## src/rtl/adder_arb_pkg.sv

```systemverilog
// Shared types and timing constants for the adder-sharing arbiter.
package adder_arb_pkg;

    typedef enum logic [1:0] {
        DRAIN = 2'd0,
        IDLE  = 2'd1,
        BUSY  = 2'd2
    } arb_state_t;

    // Issue-to-result latency of the shared adder, in cycles.
    localparam int ADDER_LAT    = 3;
    // Cycles spent ignoring the adder after reset so a pre-reset result is flushed.
    localparam int DRAIN_CYCLES = 3;

endpackage

```

## src/rtl/rr_picker.sv

```systemverilog
// Combinational round-robin picker: first set request after last_i, wrapping.
module rr_picker #(
    parameter int N_REQ = 4,
    parameter int ID_W  = $clog2(N_REQ)
) (
    input  logic [N_REQ-1:0] req_i,
    input  logic [ID_W-1:0]  last_i,
    output logic [N_REQ-1:0] gnt_o,
    output logic [ID_W-1:0]  idx_o,
    output logic             any_o
);

    int cand;

    // Scan from last_i+1 around to last_i itself; first hit wins.
    always_comb begin
        gnt_o = '0;
        idx_o = '0;
        any_o = 1'b0;
        cand  = 0;
        for (int i = 1; i <= N_REQ; i++) begin
            cand = (int'(last_i) + i) % N_REQ;
            if (!any_o && req_i[ID_W'(cand)]) begin
                any_o               = 1'b1;
                idx_o               = ID_W'(cand);
                gnt_o[ID_W'(cand)]  = 1'b1;
            end
        end
    end

endmodule

```

## src/rtl/two_cycle_32_adder.sv

```systemverilog
// 32-bit adder: operand capture, then low half, then high half.
// Valid_i in cycle T gives valid_o/res_o in cycle T+3. No reset on purpose.
module two_cycle_32_adder (
    input  logic        clk_i,
    input  logic        valid_i,
    input  logic [31:0] a_i,
    input  logic [31:0] b_i,
    output logic        valid_o,
    output logic [31:0] res_o
);

    logic [31:0] a_q, a_d, b_q, b_d;
    logic        v1_q, v1_d, v2_q, v2_d, v3_q, v3_d;
    logic [16:0] lo_q, lo_d;
    logic [15:0] ahi_q, ahi_d, bhi_q, bhi_d;
    logic [31:0] res_q, res_d;

    // Next-state for the three datapath stages.
    always_comb begin
        a_d   = a_i;
        b_d   = b_i;
        v1_d  = valid_i;
        lo_d  = {1'b0, a_q[15:0]} + {1'b0, b_q[15:0]};
        ahi_d = a_q[31:16];
        bhi_d = b_q[31:16];
        v2_d  = v1_q;
        res_d = {ahi_q + bhi_q + {15'd0, lo_q[16]}, lo_q[15:0]};
        v3_d  = v2_q;
    end

    // Pipeline registers; the arbiter's drain window covers the unreset state.
    always_ff @(posedge clk_i) begin
        a_q   <= a_d;
        b_q   <= b_d;
        v1_q  <= v1_d;
        lo_q  <= lo_d;
        ahi_q <= ahi_d;
        bhi_q <= bhi_d;
        v2_q  <= v2_d;
        res_q <= res_d;
        v3_q  <= v3_d;
    end

    assign valid_o = v3_q;
    assign res_o   = res_q;

endmodule

```

## src/rtl/adder_share_arbiter.sv

```systemverilog
// Shares one non-pipelined adder among N_REQ requesters, round-robin,
// one operation in flight, tagged one-cycle response pulse per result.
module adder_share_arbiter
    import adder_arb_pkg::*;
#(
    parameter int N_REQ = 4,
    parameter int ID_W  = $clog2(N_REQ)
) (
    input  logic                clk_i,
    input  logic                rst_i,
    input  logic [N_REQ-1:0]    req_valid_i,
    output logic [N_REQ-1:0]    req_ready_o,
    input  logic [N_REQ*32-1:0] req_a_i,
    input  logic [N_REQ*32-1:0] req_b_i,
    output logic [N_REQ-1:0]    rsp_valid_o,
    output logic [31:0]         rsp_data_o,
    output logic [ID_W-1:0]     rsp_id_o,
    output logic                busy_o,
    output logic                err_o
);

    arb_state_t       state_q, state_d;
    logic [1:0]       cnt_q, cnt_d;
    logic [ID_W-1:0]  owner_q, owner_d;
    logic [ID_W-1:0]  last_q, last_d;
    logic             err_q, err_d;

    logic [N_REQ-1:0] pick_gnt;
    logic [ID_W-1:0]  pick_idx;
    logic             pick_any;
    logic             grant_en;
    logic             rsp_fire;
    logic             add_vi;
    logic [31:0]      a_mux, b_mux;
    logic             add_vld;
    logic [31:0]      add_res;

    rr_picker #(.N_REQ(N_REQ), .ID_W(ID_W)) u_pick (
        .req_i  (req_valid_i),
        .last_i (last_q),
        .gnt_o  (pick_gnt),
        .idx_o  (pick_idx),
        .any_o  (pick_any)
    );

    two_cycle_32_adder u_adder (
        .clk_i   (clk_i),
        .valid_i (add_vi),
        .a_i     (a_mux),
        .b_i     (b_mux),
        .valid_o (add_vld),
        .res_o   (add_res)
    );

    // Operand mux driven by the one-hot grant.
    always_comb begin
        a_mux = '0;
        b_mux = '0;
        for (int i = 0; i < N_REQ; i++) begin
            if (pick_gnt[i]) begin
                a_mux = req_a_i[i*32 +: 32];
                b_mux = req_b_i[i*32 +: 32];
            end
        end
    end

    // FSM next-state: drain after reset, grant when free, check result slot.
    always_comb begin
        state_d  = state_q;
        cnt_d    = cnt_q;
        owner_d  = owner_q;
        last_d   = last_q;
        err_d    = err_q;
        grant_en = 1'b0;
        rsp_fire = 1'b0;
        case (state_q)
            DRAIN: begin
                // Adder valid_o is deliberately ignored here.
                if (cnt_q <= 2'd1) begin
                    cnt_d   = '0;
                    state_d = IDLE;
                end else begin
                    cnt_d = cnt_q - 2'd1;
                end
            end
            IDLE: grant_en = 1'b1;
            BUSY: begin
                cnt_d = cnt_q + 2'd1;
                if (cnt_q == 2'(ADDER_LAT - 1)) begin
                    // Result slot: deliver, or flag a missing result and drop it.
                    rsp_fire = add_vld;
                    if (!add_vld) err_d = 1'b1;
                    grant_en = 1'b1;
                    state_d  = IDLE;
                end else if (add_vld) begin
                    err_d = 1'b1;
                end
            end
            default: state_d = DRAIN;
        endcase
        if (grant_en && pick_any) begin
            owner_d = pick_idx;
            last_d  = pick_idx;
            cnt_d   = '0;
            state_d = BUSY;
        end
    end

    // State registers; last_grant resets to N_REQ-1 so requester 0 goes first.
    always_ff @(posedge clk_i) begin
        if (rst_i) begin
            state_q <= DRAIN;
            cnt_q   <= 2'(DRAIN_CYCLES);
            owner_q <= '0;
            last_q  <= ID_W'(N_REQ - 1);
            err_q   <= 1'b0;
        end else begin
            state_q <= state_d;
            cnt_q   <= cnt_d;
            owner_q <= owner_d;
            last_q  <= last_d;
            err_q   <= err_d;
        end
    end

    assign add_vi      = grant_en & pick_any;
    assign req_ready_o = grant_en ? pick_gnt : '0;

    // Response outputs are zero whenever no pulse is being delivered.
    always_comb begin
        rsp_valid_o = '0;
        for (int i = 0; i < N_REQ; i++) begin
            rsp_valid_o[i] = rsp_fire && (owner_q == ID_W'(i));
        end
    end

    assign rsp_data_o = rsp_fire ? add_res : '0;
    assign rsp_id_o   = rsp_fire ? owner_q : '0;
    assign busy_o     = (state_q == DRAIN) ||
                        ((state_q == BUSY) && (cnt_q < 2'(ADDER_LAT - 1)));
    assign err_o      = err_q;

endmodule

```

## config.mk

```make
export PLATFORM = sky130hd
export DESIGN_NAME = adder_share_arbiter
export DESIGN_NICKNAME = d
export VERILOG_FILES = /design/src/rtl/adder_arb_pkg.sv /design/src/rtl/rr_picker.sv /design/src/rtl/two_cycle_32_adder.sv /design/src/rtl/adder_share_arbiter.sv
export SDC_FILE = /design/constraint.sdc
export NUM_CORES = 1
export LEC_CHECK = 0
export BUFFER_PORTS_ARGS = -buffer_cell sky130_fd_sc_hd__buf_2
export CORE_MARGIN = 5
export CORE_UTILIZATION = 54
export DETAILED_ROUTE_END_ITERATION = 7
export PLACE_DENSITY = 0.86
export SLEW_MARGIN = 10
export SYNTH_ARGS = -nofsm -noshare
export SYNTH_HDL_FRONTEND = slang
export SYNTH_HIERARCHICAL = 1
export SYNTH_SLANG_ARGS = --single-unit
```

## constraint.sdc

```tcl
create_clock -name clk_i -period 8.3 [get_ports clk_i]
set_input_delay 0.83 -clock clk_i [delete_from_list [all_inputs] [get_ports clk_i]]
set_output_delay 0.83 -clock clk_i [all_outputs]
set_load 0.05 [all_outputs]
```

==> results of run 1 <==
power breakdown:
part	switching, mW	internal (mW)	leakage [nW]	total (mW)
Combinational	0.962	0.807	3.34	1.77
Clock	0.304	0.482	0.294	0.787
Sequential	0.126	1.12	1.31	1.25
worst paths after layout:
kind	slack [ns]	end	depth (start not counted)
max	3.23	u_adder/a_q[31]	11
min	0.32	u_adder/res_o[8]	0
max reg2reg	3.23	u_adder/a_q[31]	11
min reg2reg	0.32	u_adder/res_o[8]	0
logic make-up (layout without fill, tap and decap cells):
logic type / count (synthesis) / in the layout / share of synthesized area [%]
AO/OA/AOI/OAI: 238 / 238 / 29.4
XOR/XNOR: 23 / 23 / 2.39
adder cells (fa/ha/maj): 48 / 48 / 7.40
buffers and inverters: 76 / 362 / 5.51
flip-flops: 157 / 157 / 37.3
multiplexers: 10 / 10 / 1.95
other: 0 / 3 / 0
AND/OR/NAND/NOR: 253 / 253 / 16.0
area by class of cell:
class	instances	share of cell area, %
diodes	3	0.0714
clock buffers	19	4.21
multi-input cells	572	46.2
clock inverters	13	1.56
repair buffers	310	14.9
flip-flops and latches	157	29.9
inverters	20	0.714
well taps	211	2.51
worst max-delay path, stage by stage (launching register included):
cell and delay (ns):
dfxtp_1 0.69, inv_1 0.25, ha_1 0.46, mux4_1 0.66, nor2b_4 0.18, a22oi_1 0.16, nor2_1 0.07, a221o_4 0.55
nor2b_4 0.81, buf_4 0.65, a221oi_1 0.16, o31ai_1 0.25
flip-flops by register name, summed over array words and instances (netlist names):
register / count
err_o: 1
cnt_q: 2
u_adder/valid_o: 1
last_q: 2
u_adder/v1_q: 1
u_adder/res_o: 32
u_adder/b_q: 32
u_adder/a_q: 32
u_adder/bhi_q: 16
u_adder/ahi_q: 16
state_q: 2
u_adder/v2_q: 1
u_adder/lo_q: 17
owner_q: 2
stage by stage:
stage | hold slack, ns | power [mW] | util, % | std cells | setup WS [ns]
floorplan | 0.310 | 2.72 | - | 805 | 4.29
global placement | 0.309 | 2.96 | 64.9 | 1270 | 3.42
detailed placement | 0.312 | 3.02 | 64.9 | 1270 | 3.31
CTS | 0.326 | 3.82 | 68.9 | 1302 | 3.22
global route | 0.333 | 4.07 | 68.9 | 1304 | 2.93
finish | 0.325 | 3.81 | 68.9 | 1305 | 3.23
synthesized netlist by cell type (all sizes together) (2+ instances only):
| master | count | area (sq um) |
|---|---|---|
| o21ai | 22 | 110 |
| a31oi | 6 | 37.5 |
| inv | 20 | 75.1 |
| a21oi | 27 | 135 |
| clkbuf | 27 | 103 |
| a221oi | 64 | 942 |
| nand2b | 6 | 37.5 |
| nor3b | 3 | 22.5 |
| buf | 29 | 287 |
| and3 | 40 | 250 |
| xor2 | 11 | 96.3 |
| o211ai | 2 | 15.0 |
| mux4 | 4 | 97.6 |
| a221o | 6 | 62.6 |
| nor4 | 3 | 18.8 |
| o31ai | 65 | 793 |
| nor2b | 68 | 435 |
| a41oi | 2 | 25.0 |
| fa | 3 | 60.1 |
| and2 | 4 | 27.5 |
| ha | 45 | 563 |
| a211oi | 5 | 37.5 |
| a31o | 3 | 26.3 |
| o31a | 2 | 18.8 |
| o21a | 4 | 37.5 |
| a22oi | 2 | 15.0 |
| nor2 | 20 | 75.1 |
| nand2 | 80 | 303 |
| a21boi | 2 | 15.0 |
| nand4 | 4 | 25.0 |
| nand3 | 12 | 60.1 |
| nor3 | 7 | 46.3 |
| mux2 | 5 | 56.3 |
| nand3b | 2 | 15.0 |
| a21o | 14 | 106 |
| dfxtp | 157 | 3140 |
| a311oi | 2 | 17.5 |
| o21bai | 3 | 22.5 |
| xnor2 | 12 | 105 |
routing by layer:
| layer | vias to the layer above | part of all wire, % | routed length (um) |
|---|---|---|---|
| li1 | 3538 | - | - |
| met1 | 3384 | 41 | 9230 |
| met2 | 260 | 50 | 11400 |
| met3 | 39 | 6.6 | 1500 |
| met4 | 0 | 2.4 | 538 |
| met5 | - | 0 | 0 |
==> flow_summary.ini, run 1 <==
[timing]
max-slew-margin-rel_pct = 30.2
slew_viol_final = 0
fin_crit_ns = 5.07
rsz0062_at_grt = no
tns_ns = 0
fin_crit_sh_pct = 61.0
final-hold-violation-count = 0
worst_slew_pin_slew_ns = 1.05
fmax_mhz = 197
setup_viol = 0
clock_skew_ns = 0.00885

[synth]
syn_area_sq_mm = 0.00843
syn_avg_cell_area_sq_um = 10.5
async_reset_ff_share_pct = 0
synthDistinctLibCells = 74
ys.flop_type = dfxtp_1
ys_seq_area_share_pct = 37.3
ys_ff_latch = 157
postSynthCellCount = 805
yosysWarnings = 6
syn-num-nets = 1115
synth_edf_count = 0

[critical_path]
endpoint_kind = flip-flop
path_class = reg2reg
cp-start-kind = flip-flop
reg2reg_from = last_q[0]
worstPathArrival_ns = 5.40
cp.required_ns = 8.63
worstSetupStartpoint = last_q[0]
crit_path_max_fanout = 38

[global_route]
grt_max_degree = 70
grt-ovfl-total = 0
grt.busiest_layer = met2
grt_util_met3_pct = 6.15
grtUsageTotal_pct = 24.5
first_global_vias = 7176
antenna_found_initial = 2
grtUsageMet2_pct = 43.0
met1_usage_pct = 28.8
grt_pass1_wl_um = 35400

[drt]
ant_nets = 0
wl_per_cell_um = 17.4
drc = 0
num_vias = 7221
firstDrtPassIters = 5
drtIter0Drc = 444
via_per_inst = 5.53
routed_wirelength_um = 22700

[hold_path]
hold_start = u_adder/lo_q[8]
hold_path_class = reg2reg

[layout]
drive_gt1_share_pct = 44.6
n_fill_cell = 1180
multiInputGateArea_sq_mm = 0.00486
final_common_cell = buf_2
nets = 1388
seq_area_sq_mm = 0.00314
layout_common_cells = buf_2, dfxtp_1, nand2_1
syn_to_final_growth_pct = 24.8
finish.instance_area_sq_mm = 0.0105

[clock_network]
cts_buffers = 17
htree_levels = 4
clock_sinks = 157
cts-root-buf = clkbuf_16
cts_tree = built
cts_resized = 0
insertion_delay_ns = 0.41
clk_pin_slew_ns = 0.06
cts.path.max_buffers = 2
cts_setup_buffers = 0
cts_hold_buffers = 0

[die]
fp.dieH_um = 135
pin_count = 306
fp.dieW_um = 135
die_area_sq_mm = 0.0182
rows = 45
start_util_pct = 55.2
core_area_sq_mm = 0.0153

[run_status]
outcome = complete, no violations

[placed_design]
gp_congestion = 0.878
io_buffers = 305
placed_area_sq_mm = 0.00990
hpwlAfterDp_um = 17600

[power_and_ir_drop]
ir_drop_mv = 0.229
powerDensity_mw_per_mm2 = 362
cellLeakagePower_nw = 4.95

[flow_run]
maxCapViolations = 0
(Power assumes the default switching activity.)
==> run 2, diff against run 1 <==
Settings changed: CORE_UTILIZATION 54 to 50, PLACE_DENSITY 0.86 to 0.81.
Clock period 8.3 ns to 4.9 ns, I/O delays scaled along.
==> run 2 against run 1 <==
Clock skew rose by 0.0019 ns; design area increased by 0.51%; core utilization is 5.2 points lower; combinational power rose by 73%; first-iteration DRC count decreased by 16%; cell count increased by 0.84%; critical path depth shrank 3; critical path type is now reg2out; critical endpoint is now req_ready_o[1].
==> flow_summary.ini, run 2 (synthesis gave the netlist of run 1 again) <==
[run_status]
outcome = complete, no violations

[layout]
drive_gt1_share_pct = 44.8
nets = 1391
fin_cells = 1316
layout_common_cells = buf_2, dfxtp_1, nand2_1
final_common_cell = buf_2
syn_to_final_growth_pct = 25.5

[timing]
fmax_mhz = 237
timing.hold.ws_ns = 0.285
clock_skew_ns = 0.0107
slew_viol_final = 0
worst_slew_pin_slew_ns = 1.17
tns_ns = 0
rsz0062_at_grt = no
fin_crit_ns = 4.22
setup_viol = 0
fin_crit_sh_pct = 86.1
final-hold-violation-count = 0
max-slew-margin-rel_pct = 21.7

[clock_network]
cts_hold_buffers = 0
cts-root-buf = clkbuf_16
insertion_delay_ns = 0.41
cts_setup_buffers = 0
htree_levels = 4
clock_sinks = 157
cts.path.max_buffers = 2
cts_resized = 0
cts_tree = built
clk_pin_slew_ns = 0.06
cts_buffers = 17

[global_route]
antenna_found_initial = 4
grtUsageTotal_pct = 23.4
grt_max_degree = 69
first_global_vias = 7379
grt_pass1_wl_um = 37100
grt-ovfl-total = 0

[drt]
via_per_inst = 5.54
drc = 0
firstDrtPassIters = 5
drtIter0Drc = 372
routed_wirelength_um = 23500
wl_per_cell_um = 17.9
ant_nets = 0
num_vias = 7297

[die]
rows = 47
fp.dieW_um = 140
fp.dieH_um = 140
start_util_pct = 50.8
core_area_sq_mm = 0.0166
die_area_sq_mm = 0.0195
pin_count = 306

[power_and_ir_drop]
pwr-share-seq_pct = 32.6
p_sw_mw = 2.40
p_int_mw = 4.07
combPwrFrac_pct = 47.4
sw_frac_of_total_pct = 37.1
cellLeakagePower_nw = 4.95
p_clk_share_pct = 20.0
p_total_mw = 6.47
ir_drop_mv = 0.333
powerDensity_mw_per_mm2 = 612

[hold_path]
hold_path_class = in2reg

[placed_design]
io_buffers = 305
gp_congestion = 0.897
hpwlAfterDp_um = 17800
place_inst = 1282

[critical_path]
ff2ff_setup_slack_ns = 0.91
worstPathArrival_ns = 3.73
slowest_delay_ns = 0.67
endpoint_kind = output port
crit_path_max_fanout = 33
path_class = reg2out
crit_chain = inv_1 > ha_1 > mux4_1 > nor3_4 > and2_4 > a221o_4 > and3_1 > buf_2
cp-start-kind = flip-flop
cp.required_ns = 4.41
slowest_stage = mux4_1

[flow_run]
maxCapViolations = 0
[run 2: changes by cell type in the layout (fill, tap and decap cells not counted)]
cell / change
clkinv_4: -3
inv_6: +1
clkbuf_1: -1
clkinvlp_4: +4
bufinv_16: -1
clkinv_2: -2
buf_12: +3
clkbuf_8: +1
[run 2: final cells by class]
| class | instances | area, sq um |
|---|---|---|
| tap | 220 | 275 |
| clock inverter | 12 | 136 |
| sequential | 157 | 3140 |
| fill | 1292 | 6010 |
| inverter | 20 | 75.1 |
| antenna | 3 | 7.51 |
| multi-input combinational | 572 | 4860 |
| timing repair buffer | 313 | 1620 |
| clock buffer | 19 | 453 |
[run 2: stage by stage]
step	cell area (sq um)	setup slack, ns	util, %
floorplan	8430	1.23	-
global placement	9970	1.06	60.1
detailed placement	9970	0.912	60.1
CTS	10600	0.653	63.7
global route	10600	0.466	63.7
finish	10600	0.682	63.7
[run 2: path summary, 6_finish.rpt]
check	from	to	cells past startpoint
max	last_q[1]	req_ready_o[1]	8
min	req_a_i[100]	u_adder/a_q[4]	3
max reg2reg	last_q[1]	u_adder/b_q[31]	9
min reg2reg	u_adder/b_q[29]	u_adder/bhi_q[13]	0
[run 2: metal layers]
layer  track usage (%)  wire length [um]  share of wire [%]  up-vias
met4              6.22               314                1.3        2
met5                 0                13              0.055        -
met1              28.2              9590                 41     3445
li1                  -                 -                  -     3546
met2              40.9             11800                 50      280
met3              6.72              1780                7.6       24
[run 2: critical path: cells and delay by family, from the launching register on]
kind	cells	cell delay (ns)
AOI/OAI and AO/OA	1	0.55
adders and majority gates	1	0.45
buffers and inverters	2	0.47
DFF	1	0.49
muxes	1	0.67
and+or+nand+nor	3	0.69
[run 2: power by group through the flow]
stage,clock (mW),combinational (mW),sequential [mW]
2_1_floorplan,0,2.57,2.04
5_1_grt,1.38,3.38,2.16
3_3_place_gp,0,2.95,2.12
4_1_cts,1.32,3.05,2.11
6_report,1.29,3.07,2.11
3_5_place_dp,0,3.02,2.13
==> run 3, diff against run 2 <==
Settings changed: CORE_UTILIZATION 50 to 30, PLACE_DENSITY 0.81 to default.
==> run 3 against run 2 <==
Global-route usage is 7.7 points lower; core utilization is 25 points lower; clock-buffer cell count is 1 lower; largest cell class unchanged; critical endpoint is now req_ready_o[2]; non-clock buffer count is 2 higher; clock power hardly changed; critical path depth is 1 higher; cell count is 12% higher; design area is 1.5% higher; maximum frequency is 7.9% lower; combinational power is 2% lower; hold slack worse by 0.0081 ns.
==> flow_summary.ini, run 3 (synthesis gave the netlist of run 1 again) <==
[run_status]
outcome = complete, no violations

[die]
pin_count = 306
fp.dieH_um = 178
fp.dieW_um = 178
core_area_sq_mm = 0.0278
rows = 61
start_util_pct = 30.3
die_area_sq_mm = 0.0315

[timing]
setup_viol = 0
fin_crit_sh_pct = 93.5
tns_ns = 0
worst_slew_pin_slew_ns = 0.799
final-hold-violation-count = 0
fmax_mhz = 218
max-slew-margin-rel_pct = 46.7
slew_viol_final = 0
clock_skew_ns = 0.0103
fin_crit_ns = 4.58
fin_ws_ns = 0.320
rsz0062_at_grt = no

[layout]
nets = 1393
fin_cells = 1473
drive_gt1_share_pct = 44.8
syn_to_final_growth_pct = 27.3
seq_area_sq_mm = 0.00314
diodes = 0
final_common_cell = buf_2
multiInputGateArea_sq_mm = 0.00486
layout_common_cells = buf_2, dfxtp_1, nand2_1
n_fill_cell = 2826
finish.instance_area_sq_mm = 0.0107

[flow_run]
maxCapViolations = 0

[clock_network]
cts-root-buf = clkbuf_16
cts_setup_buffers = 0
cts_hold_buffers = 0
clk_pin_slew_ns = 0.07
cts_buffers = 17
cts_tree = built
htree_levels = 4
insertion_delay_ns = 0.42
cts.path.max_buffers = 2
clock_sinks = 157
cts_resized = 0

[hold_path]
hold_path_class = in2reg
hold_start = req_b_i[103]

[critical_path]
crit_chain = inv_1 > ha_1 > mux4_1 > nor3_4 > and2_4 > o21a_4 > a221o_4 > and3_1 > buf_2
reg2reg_from = last_q[0]
timing.critical_path.buf_inv = 2
endpoint_kind = output port
cp-start-kind = flip-flop
slowest_delay_ns = 0.68
worstPathArrival_ns = 4.09
slowest_stage = dfxtp_1
path_class = reg2out
cp.required_ns = 4.41
crit_family = simple AND/OR/NAND/NOR gates
crit_path_max_fanout = 37
worstSetupStartpoint = last_q[0]

[drt]
wl_per_cell_um = 17.1
routed_wirelength_um = 25100
ant_nets = 0
drc = 0
via_per_inst = 4.85
drtIter0Drc = 343
firstDrtPassIters = 5
num_vias = 7145

[power_and_ir_drop]
p_sw_mw = 2.42
p_int_mw = 3.99
pwr-share-seq_pct = 33.0
combPwrFrac_pct = 47.1
powerDensity_mw_per_mm2 = 598
p_clk_share_pct = 19.9
p_total_mw = 6.41
ir_drop_mv = 0.242
cellLeakagePower_nw = 4.94
sw_frac_of_total_pct = 37.8

[placed_design]
hpwlAfterDp_um = 19500
gp_congestion = 0.909
place_inst = 1442
dp_slack_ns = 0.715
io_buffers = 305
placed_area_sq_mm = 0.0102

[global_route]
grt_max_degree = 89
grtUsageTotal_pct = 15.7
grt-ovfl-total = 0
antenna_found_initial = 4
grt_pass1_wl_um = 38800
first_global_vias = 7489
run 3: routing by layer:
metal | up-vias | wire length, um | GRT usage (%)
met5 | - | 52 | 0
met4 | 6 | 609 | 5.51
met3 | 35 | 1770 | 4.37
met2 | 249 | 12400 | 27.9
met1 | 3309 | 10300 | 18.0
li1 | 3546 | - | -
run 3: worst reg2reg max path: stages (launching register included):
cell and delay (ns):
dfxtp_1 0.68, inv_1 0.25, ha_1 0.46, mux4_1 0.66, nor2b_4 0.18, a22oi_1 0.14
nor2_1 0.07, a221o_4 0.59, nor2b_4 0.19, buf_4 0.46, a221oi_1 0.18, o31ai_1 0.27
run 3: path summary, 6_finish.rpt:
kind	endpoint	slack, ns	cells past startpoint
max	req_ready_o[2]	0.32	9
min	u_adder/b_q[7]	0.28	3
max reg2reg	u_adder/b_q[31]	0.68	11
min reg2reg	u_adder/ahi_q[6]	0.32	0
run 3: stage by stage:
stage	hold WS [ns]	util [%]
after floorplan	0.310	-
after global placement	0.311	36.6
after detailed placement	0.312	36.6
after CTS	0.252	38.6
after global routing	0.257	38.6
final	0.277	38.6
run 3: power groups by stage:
stage | Sequential [mW] | Clock (mW) | Combinational, mW
floorplan | 2.04 | 0 | 2.57
global placement | 2.16 | 0 | 2.98
detailed placement | 2.16 | 0 | 3.03
CTS | 2.13 | 1.32 | 3.04
global route | 2.18 | 1.37 | 3.38
finish | 2.11 | 1.27 | 3.02
run 3: cell type report:
cell class | instances | area share (%)
Multi-Input combinational cell | 572 | 45.3
Timing Repair Buffer | 315 | 15.1
Tap cell | 378 | 4.41
Sequential cell | 157 | 29.3
Clock inverter | 13 | 1.25
Clock buffer | 18 | 4.00
Inverter | 20 | 0.700
